--- src/rtl/addsub_pkg.sv ---
// Shared types and helpers for the serial add/sub unit (addsub_serial_nbit).
// Optional build macro used by the top: ADDSUB_SATURATE_EN.
package addsub_pkg;

    // Control states of the serial datapath.
    typedef enum logic [1:0] {
        IDLE = 2'd0,
        RUN  = 2'd1,
        DONE = 2'd2
    } state_t;

    // Widest operand the saturation-limit helpers can describe.
    localparam int SAT_MAX_W = 1024;

    // Two's-complement overflow: operands agree in sign, result disagrees.
    function automatic logic signed_overflow(input logic a_msb,
                                             input logic b_eff_msb,
                                             input logic sum_msb);
        return (a_msb == b_eff_msb) && (sum_msb != a_msb);
    endfunction

    // Most positive value of a 'width'-bit signed number: 0 followed by ones.
    function automatic logic [SAT_MAX_W-1:0] sat_pos_limit(input int width);
        logic [SAT_MAX_W-1:0] ones;
        ones = '1;
        return ones >> (SAT_MAX_W - width + 1);
    endfunction

    // Most negative value of a 'width'-bit signed number: 1 followed by zeros.
    function automatic logic [SAT_MAX_W-1:0] sat_neg_limit(input int width);
        logic [SAT_MAX_W-1:0] one;
        one    = '0;
        one[0] = 1'b1;
        return one << (width - 1);
    endfunction

endpackage

--- src/rtl/addsub_chunk.sv ---
// Combinational W-bit slice of the serial adder/subtractor.
// b is inverted when inv=1; cin supplies the +1 of the two's complement on
// the first slice and the inter-slice carry afterwards.
module addsub_chunk #(
    parameter int W = 4
) (
    input  logic [W-1:0] a,
    input  logic [W-1:0] b,
    input  logic         inv,
    input  logic         cin,
    output logic [W-1:0] s,
    output logic         cout
);

    logic [W:0] total;

    assign total = {1'b0, a} + {1'b0, b ^ {W{inv}}} + {{W{1'b0}}, cin};
    assign s     = total[W-1:0];
    assign cout  = total[W];

endmodule

--- src/rtl/addsub_serial_nbit.sv ---
// Serial WIDTH-bit add/subtract unit, CHUNK bits per clock, valid/ready on
// both sides, with carry/overflow/zero/negative flags.
// Optional build macro: ADDSUB_SATURATE_EN clamps the result to the signed
// limit on overflow (default build wraps modulo 2^WIDTH).
module addsub_serial_nbit
    import addsub_pkg::*;
#(
    parameter int WIDTH = 16,
    parameter int CHUNK = 4
) (
    input  logic             clk,
    input  logic             rst,
    input  logic [WIDTH-1:0] A,
    input  logic [WIDTH-1:0] B,
    input  logic             Add_ctrl,
    input  logic             in_valid,
    output logic             in_ready,
    output logic [WIDTH-1:0] SUM,
    output logic             C_out,
    output logic             O,
    output logic             Z,
    output logic             N,
    output logic             out_valid,
    input  logic             out_ready
);

    localparam int NCHUNK = WIDTH / CHUNK;
    localparam int IDX_W  = (NCHUNK > 1) ? $clog2(NCHUNK) : 1;

    if (WIDTH < 2) begin : g_bad_width
        $fatal(1, "addsub_serial_nbit: WIDTH must be at least 2");
    end
    if (CHUNK < 1 || (WIDTH % CHUNK) != 0) begin : g_bad_chunk
        $fatal(1, "addsub_serial_nbit: WIDTH must be a multiple of CHUNK");
    end
    if (WIDTH > SAT_MAX_W) begin : g_too_wide
        $fatal(1, "addsub_serial_nbit: WIDTH exceeds SAT_MAX_W");
    end

`ifdef ADDSUB_SATURATE_EN
    localparam logic [SAT_MAX_W-1:0] SAT_POS_FULL = sat_pos_limit(WIDTH);
    localparam logic [SAT_MAX_W-1:0] SAT_NEG_FULL = sat_neg_limit(WIDTH);
    localparam logic [WIDTH-1:0]     SAT_POS      = SAT_POS_FULL[WIDTH-1:0];
    localparam logic [WIDTH-1:0]     SAT_NEG      = SAT_NEG_FULL[WIDTH-1:0];
`endif

    state_t           state;
    logic [WIDTH-1:0] a_q;       // operand A, shifted right one chunk per RUN edge
    logic [WIDTH-1:0] b_q;       // operand B, shifted right one chunk per RUN edge
    logic             inv_q;     // latched Add_ctrl
    logic             carry_q;   // carry between chunks
    logic [IDX_W-1:0] idx;       // chunk being processed

    logic [CHUNK-1:0] chunk_s;
    logic             chunk_c;
    logic [WIDTH-1:0] sum_next;
    logic [WIDTH-1:0] sum_fin;
    logic             ovf;
    logic             last;

    // The current chunk always sits in the low bits of the shifted operands,
    // so one slice adder serves every RUN cycle without a wide input mux.
    addsub_chunk #(.W(CHUNK)) u_chunk (
        .a    (a_q[CHUNK-1:0]),
        .b    (b_q[CHUNK-1:0]),
        .inv  (inv_q),
        .cin  (carry_q),
        .s    (chunk_s),
        .cout (chunk_c)
    );

    assign last = (idx == IDX_W'(NCHUNK - 1));

    // Merge the current slice into the result and derive the final-edge flags.
    always_comb begin
        // NOTE: every variable gets a default first so no path leaves it unassigned (no latch).
        sum_next = SUM;
        sum_next[int'(idx) * CHUNK +: CHUNK] = chunk_s;
        // On the last edge the top chunk is in the low bits of a_q/b_q.
        ovf     = signed_overflow(a_q[CHUNK-1], b_q[CHUNK-1] ^ inv_q, chunk_s[CHUNK-1]);
        sum_fin = sum_next;
`ifdef ADDSUB_SATURATE_EN
        if (ovf) begin
            sum_fin = a_q[CHUNK-1] ? SAT_NEG : SAT_POS;
        end
`endif
    end

    // Control FSM plus operand, carry and registered output updates.
    always_ff @(posedge clk) begin
        // NOTE: sequential state uses non-blocking assignments only, so every register samples pre-edge values.
        if (rst) begin
            // NOTE: the operand registers are plain flops, not a memory, so clearing them here costs nothing.
            state     <= IDLE;
            a_q       <= '0;
            b_q       <= '0;
            inv_q     <= 1'b0;
            carry_q   <= 1'b0;
            idx       <= '0;
            in_ready  <= 1'b1;
            out_valid <= 1'b0;
            SUM       <= '0;
            C_out     <= 1'b0;
            O         <= 1'b0;
            Z         <= 1'b0;
            N         <= 1'b0;
        end else begin
            case (state)
                IDLE: begin
                    if (in_valid) begin
                        a_q      <= A;
                        b_q      <= B;
                        inv_q    <= Add_ctrl;
                        carry_q  <= Add_ctrl;
                        idx      <= '0;
                        in_ready <= 1'b0;
                        state    <= RUN;
                    end
                end
                RUN: begin
                    a_q     <= a_q >> CHUNK;
                    b_q     <= b_q >> CHUNK;
                    carry_q <= chunk_c;
                    if (last) begin
                        idx       <= '0;
                        SUM       <= sum_fin;
                        C_out     <= chunk_c;
                        O         <= ovf;
                        Z         <= (sum_fin == '0);
                        N         <= sum_fin[WIDTH-1];
                        out_valid <= 1'b1;
                        state     <= DONE;
                    end else begin
                        idx <= idx + 1'b1;
                        SUM <= sum_next;
                    end
                end
                DONE: begin
                    if (out_ready) begin
                        out_valid <= 1'b0;
                        in_ready  <= 1'b1;
                        state     <= IDLE;
                    end
                end
                default: begin
                    state     <= IDLE;
                    in_ready  <= 1'b1;
                    out_valid <= 1'b0;
                end
            endcase
        end
    end

endmodule

--- config.mk ---
export PLATFORM = sky130hd
export DESIGN_NAME = addsub_serial_nbit
export DESIGN_NICKNAME = d
export VERILOG_FILES = /design/src/rtl/addsub_pkg.sv /design/src/rtl/addsub_chunk.sv /design/src/rtl/addsub_serial_nbit.sv
export SDC_FILE = /design/constraint.sdc
export NUM_CORES = 1
export LEC_CHECK = 0
export BUFFER_PORTS_ARGS = -buffer_cell sky130_fd_sc_hd__buf_4
export CORE_UTILIZATION = 45
export CTS_CLUSTER_SIZE = 40
export DETAILED_ROUTE_END_ITERATION = 7
export PLACE_DENSITY = 0.75
export SKIP_CTS_REPAIR_TIMING = 1
export SYNTH_ARGS = -nofsm -noshare
export SYNTH_HDL_FRONTEND = slang
export SYNTH_SLANG_ARGS = --single-unit
--- constraint.sdc ---
create_clock -name clk -period 3.2 [get_ports clk]
set_input_delay 0.16 -clock clk [delete_from_list [all_inputs] [get_ports clk]]
set_output_delay 0.16 -clock clk [all_outputs]
set_load 0.01 [all_outputs]
# --- Word-level counts from Yosys, hierarchy flattened ---
# Cells that the tools add are included.
classes:
  n_addsub: 4
  eq_ne: 8
  shifts: 2
  mux: 20
  n_bitwise: 4
  n_reduce_logical: 10
op_table:
  columns: ["op", "count"]
  rows:
  - ["16-bit case mux with 2 select lines", 2]
  - ["4-bit negation with 33-bit output", 1]
  - ["4-bit by 33-bit variable shift with 16-bit output, first input constant", 1]
  - ["4-bit by 33-bit indexed part select with 16-bit output", 1]
  - ["16-bit two-way mux", 2]
  - ["16-bit bitwise mux", 1]
  - ["16-bit logical NOT", 1]
  - ["2-bit two-way mux", 5]
  - ["3-bit AND reduction", 3]
  - ["2-bit inequality test, second input constant", 3]
  - ["1-bit case mux with 3 select lines", 2]
  - ["2-bit case mux with 3 select lines", 1]
  - ["2-bit AND reduction", 3]
  - ["4-bit by 4-bit adder with 5-bit output", 1]
  - ["5-bit by 1-bit adder with 5-bit output", 1]
  - ["1-bit two-way mux", 5]
  - ["2-bit equality test, second input constant", 2]
  - ["2-bit case mux with 2 select lines", 1]
  - ["4-bit XOR", 1]
  - ["2-bit by 1-bit adder with 2-bit output, second input constant", 1]
  - ["2-bit by 1-bit equality test with 1-bit output, second input constant", 1]
  - ["2-bit logical NOT", 1]
  - ["1-bit NOT", 2]
  - ["1-bit case mux with 2 select lines", 1]
  - ["other kinds (5)", 5]
word_totals:
  ff_bits: 60
  inputBits: 37
  output_inout_bits: 22
  word_cells: 61

# --- Depth between registers and ports, before layout ---
# Gate-level depths: netlist of the first run.
depth:
  ltp_word: 6
  ltp_mapped: 10
  mapped_depth_nobuf: 9

# --- Cells and area by module ---
# A second synthesis of the first run with hierarchy kept.
unflattened:
  cells_unflattened: 357
  hier_area_um2: 2951.6
modules_own_cells:
  columns: ["module", "n_inst", "cells_per_inst", "area_per_inst_um2", "seq_area_each_um2"]
  rows:
  - ["addsub_serial_nbit", 1, 337, 2776.4, 1201.2]
  - ["addsub_chunk", 1, 20, 175.2, 0.0]

# --- Worst setup path after synthesis of the first run ---
# OpenSTA, ideal clock, no wires.
synth_timing:
  path_type: "reg2reg"
  from: "register inv_q"
  to: "register Z"
  setup_time_ps: 96
  arrival_time_ps: 2144
  required_ps: 3104
  setup_slack_ps: 960
  stages_incl_launch_ff: 9
  n_path_buf: 1
  period_less_slack_ps: 2240
  cell_sequence: "dfxtp_1 -> clkbuf_1 -> xnor2_1 -> fa_1 -> inv_1 -> fa_1 -> nand2b_1 -> o22a_1 -> o41ai_2"
synth_between:
  elab_chain_cells: 6
synth_lines:
  columns: ["element", "line", "rtl"]
  rows:
  - ["start, declared", "addsub_serial_nbit.sv:50", "logic inv_q;"]
  - ["start signal, assigned", "addsub_serial_nbit.sv:113", "inv_q <= Add_ctrl;"]
  - ["4-bit XOR", "addsub_chunk.sv:17", "assign total = {1'b0, a} + {1'b0, b ^ {W{inv}}} + {{W{1'b0}}, cin};"]
  - ["4-bit by 4-bit adder with 5-bit output", "addsub_chunk.sv:17", null]
  - ["5-bit by 1-bit adder with 5-bit output", "addsub_chunk.sv:17", null]
  - ["4-bit by 33-bit indexed part select with 16-bit output", "addsub_serial_nbit.sv:78", "sum_next[int'(idx) * CHUNK +: CHUNK] = chunk_s;"]
  - ["16-bit bitwise mux", "addsub_serial_nbit.sv:78", null]
  - ["16-bit logical NOT", "addsub_serial_nbit.sv:129", "Z <= (sum_fin == '0);"]
  - ["end signal, assigned", "addsub_serial_nbit.sv:129", null]
  - ["end, declared", "addsub_serial_nbit.sv:21", "output logic Z,"]
# Every way passes these cells.
# A chain may end at the register's enable or synchronous reset.

# --- Worst setup path after layout of the first run ---
layout_timing:
  from: "register idx[0]"
  to: "register Z"
layout_between:
  elab_chain_cells: 4
  word_cells_on_any_way: 7
  classes_between: "add/sub: 1; eq/ne: 1; shift: 2; mux: 1; reduce/logical: 2"
layout_lines:
  columns: ["element", "line", "rtl"]
  rows:
  - ["start, declared", "addsub_serial_nbit.sv:52", "logic [IDX_W-1:0] idx;"]
  - ["start signal, assigned", "addsub_serial_nbit.sv:134", "idx <= idx + 1'b1;"]
  - ["4-bit negation with 33-bit output", "addsub_serial_nbit.sv:78", null]
  - ["4-bit by 33-bit indexed part select with 16-bit output / 4-bit by 33-bit variable shift with 16-bit output (equally long branches)", "addsub_serial_nbit.sv:78", null]
  - ["16-bit bitwise mux", "addsub_serial_nbit.sv:78", null]
  - ["16-bit logical NOT", "addsub_serial_nbit.sv:129", null]
# Parallel ways exist; a longest one is shown, timed or not.

==> impl_metrics.py, run 1 <==
metrics = {
    "clock_network": {
        "clk_latency_ns": 0.34,
        "cts_made_buffers": 9,
        "path_clk_slew_ns": 0.06,
        "clock_path_buffers": 2,
        "cts_root_buf": "clkbuf_8",
        "cts_tree": "yes",
        "clkSinkCount": 60,
        "htreeDepth": 3,
    },
    "critical_path": {
        "end_kind": "register",
        "critPathArrivalTime_ns": 2.66,
        "slowest_stage": "dfxtp_1",
        "startpoint_type": "register",
        "crit_type": "register to register",
        "cp_slowest_stage_delay_ns": 0.53,
        "required_ns": 3.44,
        "path_max_fanout": 11,
        "crit_path_cell_trace": "inv_1 -> ha_1 -> inv_1 -> a21boi_0 -> nor3_1 -> or4_4 -> o41ai_2",
        "crit_top_cell": "inv_1",
    },
    "sta": {
        "setup-tns-final_ns": 0,
        "fin_skew_ns": 0.004740,
        "setup_viol_count_final": 0,
        "maxSlewViolCount": 0,
        "min_period_ns": 2.421,
        "hold_viol": 0,
        "slew-limit-headroom_pct": 58.91,
        "finalCritPeriodShare_pct": 75.67,
        "hold_ws_ns": 0.06602,
        "tightest_slew_ns": 0.6163,
        "worst_slack_ns": 0.7785,
        "fmax_mhz": 413.0,
        "rsz0062_at_grt": "no",
    },
    "final_layout": {
        "drive_gt1_share_pct": 20.10,
        "fill_cells": 565,
        "diodes": 0,
        "nNetsFinal": 437,
        "utilization_pct": 57.10,
        "multi_input_area_um2": 1463,
        "fin_cells": 468,
        "area_delta_synth_final_pct": 21.34,
        "seqCellArea_um2": 1201,
        "design_area_um2": 3401,
    },
    "power_and_ir_drop": {
        "cellPowerDensity_nw_per_um2": 501.5,
        "p_total_mw": 1.706,
        "irDropWorstVdd_uv": 316.0,
        "cellLeakagePower_nw": 1.440,
    },
    "floorplanning": {
        "io_pins": 59,
        "fp-row-count": 28,
        "fp.dieH_um": 80.92,
        "start_util_pct": 47.06,
        "die_w_um": 80.92,
        "core-area_um2": 5956,
        "dieArea_um2": 6548,
    },
    "global_route": {
        "antenna_found_initial": 0,
        "grt_pass1_wl_um": 10520,
        "grt_pass1_vias": 2317,
        "gr-usage-all-layers_pct": 21.21,
        "grt_max_degree": 62,
        "grt.overflow.total": 0,
    },
    "synthesis": {
        "synth_ff_type": "dfxtp_1",
        "synth_cells": 344,
        "yosys_register_bits": 60,
        "synthesis.nets": 393,
        "netlist_area_um2": 2803,
        "yosys.area.top_type": "dfxtp_1",
        "ys_seq_area_share_pct": 42.86,
        "synth_cell_types": 42,
        "synth-edff-count": 0,
        "synth_warnings": 0,
        "synth-async-reset-ratio_pct": 0,
        "syn_avg_cell_area_um2": 8.147,
        "synth_top_cell_area_share_pct": 42.86,
        "synth_area_leaders": "dfxtp_1 43%, nand2_1 9.0%, a311oi_1 7.5%, nor2_1 7.4%, ha_1 4.5%",
    },
    "route": {
        "drt_iter0_drc": 182,
        "drc": 0,
        "vias": 2555,
        "vias_per_cell": 5.459,
        "dr.pass1.iters": 5,
        "drt-total-wl_um": 6293,
        "antenna_left": 0,
        "wire_per_inst_um": 13.45,
    },
    "placement": {
        "io_buffers": 58,
        "gp_congestion": 0.8653,
        "dp_hpwl_um": 4241,
        "place_area_um2": 3238,
        "pre_cts_ws_ns": 0.8266,
        "post-place-cells": 452,
    },
    "worst_hold_path": {
        "hold_class": "input pin to register",
    },
    "outcome": {
        "status": "completed",
    },
    "job": {
        "cap_violations": 0,
    },
}
==> synthesized netlist by cell type (all sizes together), types with 2 or more instances <==
cell    instances
a211oi          3
a21oi          23
a221oi          2
a22oi           5
a311oi         24
a32oi           8
buf             5
clkbuf         22
dfxtp          60
fa              2
ha             10
inv             8
nand2          68
nand2b          3
nand3          10
nor2           55
nor3            5
nor4            4
nor4b           2
or2b            2
or4             2
xnor2           2
xor2            5
==> final timing paths <==
check / endpoint / slack, ns / cells after the start / startpoint
max: Z / 0.78 / 7 / idx[0]
min: a_q[15] / 0.07 / 3 / A[15]
max reg2reg: Z / 0.78 / 7 / idx[0]
min reg2reg: a_q[15] / 0.47 / 2 / a_q[15]
==> layout by cell type, fill, tap and decap left out, types with 2 or more instances in the layout <==
master | netlist | final
a22oi_1 | 5 | 5
nand2_1 | 67 | 67
fa_1 | 2 | 2
clkinv_2 | 0 | 2
clkbuf_8 | 0 | 10
xnor2_1 | 2 | 2
inv_1 | 8 | 8
a311oi_1 | 24 | 24
clkbuf_1 | 21 | 4
a21oi_1 | 23 | 23
a221oi_1 | 2 | 2
xor2_1 | 5 | 5
dfxtp_1 | 60 | 60
nor4b_1 | 2 | 2
nor2_1 | 55 | 54
nand3_1 | 10 | 10
a32oi_1 | 8 | 8
ha_1 | 10 | 10
nor3_1 | 5 | 5
buf_4 | 0 | 60
nand2b_1 | 3 | 3
a211oi_1 | 3 | 3
nor4_1 | 4 | 4
==> routing by layer <==
layer | GRT usage [%] | wire length [um] | up-vias
met2 | 33.78 | 2984 | 85
met1 | 25.31 | 2799 | 1161
met5 | 0 | 0 | -
li1 | - | - | 1296
met4 | 10.54 | 136 | 0
met3 | 7.303 | 374 | 13
==> worst max-delay path, delay by kind of cell (launching register included) <==
kind | cells | cell delay, ns
buffers and inverters | 2 | 0.29
adders and majority gates | 1 | 0.46
and+or+nand+nor | 2 | 0.50
AOI/OAI and AO/OA | 2 | 0.55
DFF | 1 | 0.53
==> sequential cells by signal, summed over array words and instances (netlist names) <==
register   cells
state          2
out_valid      1
O              1
C_out          1
idx            2
SUM           16
carry_q        1
inv_q          1
a_q           16
Z              1
b_q           16
N              1
in_ready       1
==> cell type report <==
type / count / share of cell area [%]
multi-input cells: 249 / 43.01
flip-flops and latches: 60 / 35.32
repair buffers: 60 / 13.25
clock buffers: 14 / 4.489
well taps: 75 / 2.759
inverters: 8 / 0.8830
clock inverters: 2 / 0.2943
==> where the power goes <==
part	total (mW)	switching [mW]	internal (mW)
logic	0.307	0.179	0.129
clock network	0.573	0.273	0.300
registers	0.825	0.0315	0.793
total	1.71	0.483	1.22
==> kinds of logic after synthesis <==
logic type	Yosys count	synth area share [%]
flops	60	42.86
simple gates	156	24.33
xor+xnor	7	2.188
mux	1	0.3572
compound gates	73	19.29
fa+ha+maj	12	5.893
buf+inv	35	5.089
No activity file was read; power rests on OpenSTA's default activity.
==> run 2: changes to the inputs <==
--- a/config.mk
+++ b/config.mk
@@ -9,7 +9,7 @@
 export CORE_UTILIZATION = 45
 export CTS_CLUSTER_SIZE = 40
 export DETAILED_ROUTE_END_ITERATION = 7
-export PLACE_DENSITY = 0.75
+export PLACE_DENSITY = 0.77
 export SKIP_CTS_REPAIR_TIMING = 1
 export SYNTH_ARGS = -nofsm -noshare
 export SYNTH_HDL_FRONTEND = slang
==> constraint.sdc (replaced) <==
create_clock -name clk -period 2.1 [get_ports clk]
set_input_delay 0.105 -clock clk [delete_from_list [all_inputs] [get_ports clk]]
set_output_delay 0.105 -clock clk [all_outputs]
set_load 0.01 [all_outputs]
==> run 2 against run 1 <==
Clock power rose by 110%. Largest cell class unchanged. Sequential cell count stayed put. Combinational power up 100%. Wire length increased by 9.2%. Power grew 82%. Clock skew barely moved. First-iteration DRC count grew 45%. Non-clock buffer count is 15 higher. Sequential power increased by 53%. The run now ends with hold timing left. Cell area rose by 9.5%. Setup slack lost 0.76 ns.
==> impl_metrics.py, run 2 (synthesis results as in run 1) <==
metrics = {
    "critical_path": {
        "cp_slowest_stage_delay_ns": 0.57,
        "crit_family": "adder cells",
        "required_ns": 2.36,
        "reg2reg_to": "Z",
        "slowest_stage": "fa_2",
        "startpoint_type": "register",
        "crit_path_cell_trace": "xnor2_4 -> fa_2 -> o22ai_1 -> or4_4 -> o41ai_2",
        "r2r-start": "inv_q",
        "cp_num_buf_inv": 0,
        "crit_type": "register to register",
        "reg2regPathDepth": 5,
        "critPathArrivalTime_ns": 2.34,
        "path_max_fanout": 4,
        "end_kind": "register",
        "r2r_slack_ns": 0.02,
    },
    "clock_network": {
        "htreeDepth": 3,
        "path_clk_slew_ns": 0.07,
        "clkSinkCount": 60,
        "clock_path_buffers": 2,
        "cts_root_buf": "clkbuf_8",
        "cts_tree": "yes",
        "clk_latency_ns": 0.35,
        "cts_made_buffers": 9,
    },
    "final_layout": {
        "area_delta_synth_final_pct": 32.86,
        "multi_input_area_um2": 1583,
        "drive_gt1_share_pct": 28.43,
        "design_area_um2": 3724,
        "mostFrequentLayoutCell": "buf_4",
        "mostFrequentLayoutCells": "74 x buf_4, 67 x nand2_1, 58 x dfxtp_1, 54 x nor2_1, 24 x a311oi_1",
        "fill_cells": 499,
        "seqCellArea_um2": 1206,
        "diodes": 0,
        "largest_registers": "SUM (16), a_q (16), b_q (16)",
        "nNetsFinal": 452,
    },
    "route": {
        "vias_per_cell": 5.571,
        "drt_iter0_drc": 263,
        "drc": 0,
        "wire_per_inst_um": 14.22,
        "antenna_left": 0,
        "dr.pass1.iters": 4,
        "drt-total-wl_um": 6870,
        "vias": 2691,
    },
    "floorplanning": {
        "die_w_um": 80.92,
        "dieArea_um2": 6548,
        "io_pins": 59,
        "core-area_um2": 5956,
        "fp.dieH_um": 80.92,
        "start_util_pct": 47.06,
        "fp-row-count": 28,
    },
    "sta": {
        "hold_viol": 1,
        "rsz0062_at_grt": "yes",
        "finalCritPeriodShare_pct": 99.15,
        "tightest_slew_ns": 0.6382,
        "slew-limit-headroom_pct": 57.45,
        "setup_viol_count_final": 0,
        "fin_skew_ns": 0.005133,
        "setup-tns-final_ns": 0,
        "hold_ws_ns": -0.000008688,
        "min_period_ns": 2.082,
        "fmax_mhz": 480.3,
        "maxSlewViolCount": 0,
    },
    "power_and_ir_drop": {
        "cellPowerDensity_nw_per_um2": 832.9,
        "p_total_mw": 3.101,
        "irDropWorstVdd_uv": 455.2,
        "cellLeakagePower_nw": 1.579,
    },
    "placement": {
        "gp_congestion": 0.8730,
        "dp_hpwl_um": 4471,
        "place_area_um2": 3373,
        "io_buffers": 58,
    },
    "worst_hold_path": {
        "min_path_cells": 3,
        "hp-start": "A[12]",
        "hold_class": "input pin to register",
        "hold_end": "a_q[12]",
    },
    "global_route": {
        "grt_pass1_wl_um": 10630,
        "grt_pass1_vias": 2417,
        "grt.overflow.total": 0,
        "gr-usage-all-layers_pct": 21.49,
        "grt_max_degree": 62,
        "antenna_found_initial": 0,
    },
    "outcome": {
        "violations": "hold timing",
        "status": "finished, violations left",
    },
    "job": {
        "cap_violations": 0,
    },
}
## run 2: cell count changes in the layout (fill, tap and decap cells not counted), sizes merged
cell | previous run | this run
buf | 60 | 75
bufinv | 0 | 2
clkbuf | 14 | 12
## run 2: how the worst max path moves through the flow
stage | endpoint | cells past startpoint | start
floorplan | Z | 8 | inv_q
global placement | N | 8 | inv_q
detailed placement | N | 8 | inv_q
CTS | N | 8 | inv_q
global route | Z | 8 | inv_q
finish | Z | 5 | inv_q
## run 2: cell type report
cell class,instances,share of cell area (%)
multi-input combinational,249,42.51
inverter,8,0.8065
clock buffer,12,4.435
timing repair buffer,75,15.46
sequential,60,32.39
clock inverter,4,1.882
tap,75,2.520
## run 2: worst reg2reg max path, cell delays in order (launching register included)
cell and delay, ns:
dfxtp_2 0.35, xnor2_4 0.14, fa_2 0.57, o22ai_1 0.12
or4_4 0.50, o41ai_2 0.31
## run 2: per-stage QoR
step           utilization [%]  setup slack [ns]  cells
2_1_floorplan                -          -0.01830    344
3_3_place_gp             56.64         -0.004221    465
3_5_place_dp             56.64          -0.07715    465
4_1_cts                  60.59          -0.08803    481
5_1_grt                  62.52          -0.05741    483
6_report                 62.52           0.01777    483
## run 2: metal layers
metal | wire [um] | GRT usage, %
met5 | 0 | 0
met4 | 199 | 13.21
met3 | 386 | 4.382
met2 | 3243 | 35.04
met1 | 3041 | 25.89
## run 2: report_power, final
group | total [mW] | internal (mW) | leakage [nW] | switching, mW
Combinational | 0.623 | 0.297 | 0.965 | 0.326
Clock | 1.22 | 0.761 | 0.122 | 0.458
Sequential | 1.26 | 1.21 | 0.492 | 0.0502
==> run 3: changes to the inputs <==
--- a/config.mk
+++ b/config.mk
@@ -6,10 +6,11 @@
 export NUM_CORES = 1
 export LEC_CHECK = 0
 export BUFFER_PORTS_ARGS = -buffer_cell sky130_fd_sc_hd__buf_4
+export CORE_MARGIN = 2
 export CORE_UTILIZATION = 45
 export CTS_CLUSTER_SIZE = 40
 export DETAILED_ROUTE_END_ITERATION = 7
-export PLACE_DENSITY = 0.77
+export PLACE_DENSITY = 0.69
 export SKIP_CTS_REPAIR_TIMING = 1
 export SYNTH_ARGS = -nofsm -noshare
 export SYNTH_HDL_FRONTEND = slang
==> run 3 against run 2 <==
The flow now finishes without violations. Sequential cell count stayed put. Cell area is 1.4% lower. Maximum frequency is 1.6% higher. Utilization is 0.90 points lower. First-iteration DRC count is 55% lower. Via count is 2.0% lower. Die area is 5.0% higher. Power is 10% lower. Global-route usage is 1.9 points lower. Critical path type unchanged. Highest routed layer unchanged.
==> impl_metrics.py, run 3 (synthesis results as in run 1) <==
metrics = {
    "clock_network": {
        "clkSinkCount": 60,
        "cts_root_buf": "clkbuf_8",
        "clock_path_buffers": 2,
        "cts_made_buffers": 9,
        "path_clk_slew_ns": 0.06,
        "cts_tree": "yes",
        "htreeDepth": 3,
        "clk_latency_ns": 0.34,
    },
    "route": {
        "drt-total-wl_um": 6659,
        "drt_iter0_drc": 118,
        "dr.pass1.iters": 4,
        "wire_per_inst_um": 13.62,
        "vias_per_cell": 5.395,
        "antenna_left": 0,
        "vias": 2638,
        "drc": 0,
    },
    "sta": {
        "maxSlewViolCount": 0,
        "min_period_ns": 2.050,
        "worst_slack_ns": 0.05006,
        "tightest_slew_ns": 0.6425,
        "hold_viol": 0,
        "slew-limit-headroom_pct": 57.17,
        "fmax_mhz": 487.8,
        "fin_skew_ns": 0.004952,
        "hold_ws_ns": 0.006572,
        "rsz0062_at_grt": "yes",
        "finalCritPeriodShare_pct": 97.62,
        "setup_viol_count_final": 0,
    },
    "floorplanning": {
        "die_w_um": 82.92,
        "core-area_um2": 5956,
        "fp-row-count": 28,
        "io_pins": 59,
        "fp.dieH_um": 82.92,
        "start_util_pct": 47.06,
        "dieArea_um2": 6876,
    },
    "global_route": {
        "grt_pass1_wl_um": 11140,
        "gr-usage-all-layers_pct": 19.54,
        "grt_max_degree": 62,
        "grt.overflow.total": 0,
        "antenna_found_initial": 0,
        "grt_pass1_vias": 2496,
    },
    "placement": {
        "dp_hpwl_um": 4462,
        "gp_congestion": 0.8636,
        "pre_cts_ws_ns": -0.09424,
        "io_buffers": 58,
        "post-place-cells": 472,
    },
    "final_layout": {
        "area_delta_synth_final_pct": 30.94,
        "seqCellArea_um2": 1206,
        "fill_cells": 556,
        "diodes": 0,
        "multi_input_area_um2": 1530,
        "largest_registers": "SUM (16), a_q (16), b_q (16)",
        "mostFrequentLayoutCell": "buf_4",
        "drive_gt1_share_pct": 28.02,
        "fin_cells": 489,
        "mostFrequentLayoutCells": "80 x buf_4, 67 x nand2_1, 58 x dfxtp_1, 54 x nor2_1, 24 x a311oi_1",
        "nNetsFinal": 459,
    },
    "critical_path": {
        "end_kind": "register",
        "startpoint_type": "register",
        "crit_type": "register to register",
        "required_ns": 2.35,
        "path_max_fanout": 3,
        "critPathArrivalTime_ns": 2.30,
    },
    "power_and_ir_drop": {
        "pwr-share-seq_pct": 45.1,
        "switchingPower_mw": 0.7957,
        "cellLeakagePower_nw": 1.584,
        "combPwrFrac_pct": 21.8,
        "cellPowerDensity_nw_per_um2": 756.8,
        "internal_power_mw": 1.982,
        "netSwitchingFraction_pct": 28.65,
        "irDropWorstVdd_uv": 378.8,
        "p_clk_share_pct": 33.0,
    },
    "job": {
        "cap_violations": 0,
    },
    "outcome": {
        "status": "completed",
    },
    "worst_hold_path": {
        "hold_class": "input pin to register",
    },
}
==> run 3: changes by cell type in the layout (fill, tap and decap cells not counted), moves of 2 or more <==
cell       change
buf_4          +6
bufinv_16      -2
clkbuf_1       +2
ha_1           +2
xor2_1         +2
==> run 3: power by group through the flow <==
stage | clock network, mW | registers [mW] | logic [mW]
floorplan | 0 | 1.27 | 0.348
global placement | 0 | 1.28 | 0.555
detailed placement | 0 | 1.28 | 0.561
CTS | 0.937 | 1.25 | 0.566
global route | 0.986 | 1.26 | 0.677
finish | 0.917 | 1.25 | 0.607
==> run 3: layer usage <==
metal,share of wire [%],vias up,global-route usage [%]
li1,-,1336,-
met1,45,1225,23.95
met2,49,64,32.40
met3,4.9,13,5.268
met4,1.7,0,8.048
met5,0,-,0
==> run 3: metrics by stage <==
stage	utilization, %	setup TNS (ns)	instance area (um^2)	power (mW)
3_3_place_gp	57.73	-0.004222	3438	1.832
6_report	61.62	0	3670	2.777
5_1_grt	61.62	-0.2200	3670	2.925
4_1_cts	60.57	-0.9848	3607	2.756
2_1_floorplan	-	-0.01830	2846	1.620
3_5_place_dp	57.73	-0.5109	3438	1.839
==> run 3: cell type report <==
| cell class | count | share of cell area [%] |
|---|---|---|
| clock buffer | 13 | 4.330 |
| inverter | 8 | 0.8183 |
| timing repair buffer | 82 | 17.46 |
| sequential | 60 | 32.87 |
| clock inverter | 2 | 0.2728 |
| multi-input combinational | 249 | 41.70 |
| tap | 75 | 2.557 |
==> run 3: critical path, stage by stage (launching register included) <==
cell,delay [ns]
dfxtp_4,0.37
xnor2_4,0.12
fa_2,0.35
inv_2,0.07
fa_2,0.43
nand2b_4,0.15
o22a_1,0.17
o41ai_2,0.31
==> run 3: worst paths after layout <==
kind	from	to	slack (ns)	cells after the start
worst max-delay path	inv_q	Z	0.05	7
worst min-delay path	B[15]	b_q[15]	0.007	3
worst max register to register	inv_q	Z	0.05	7
worst min register to register	b_q[15]	b_q[15]	0.47	2
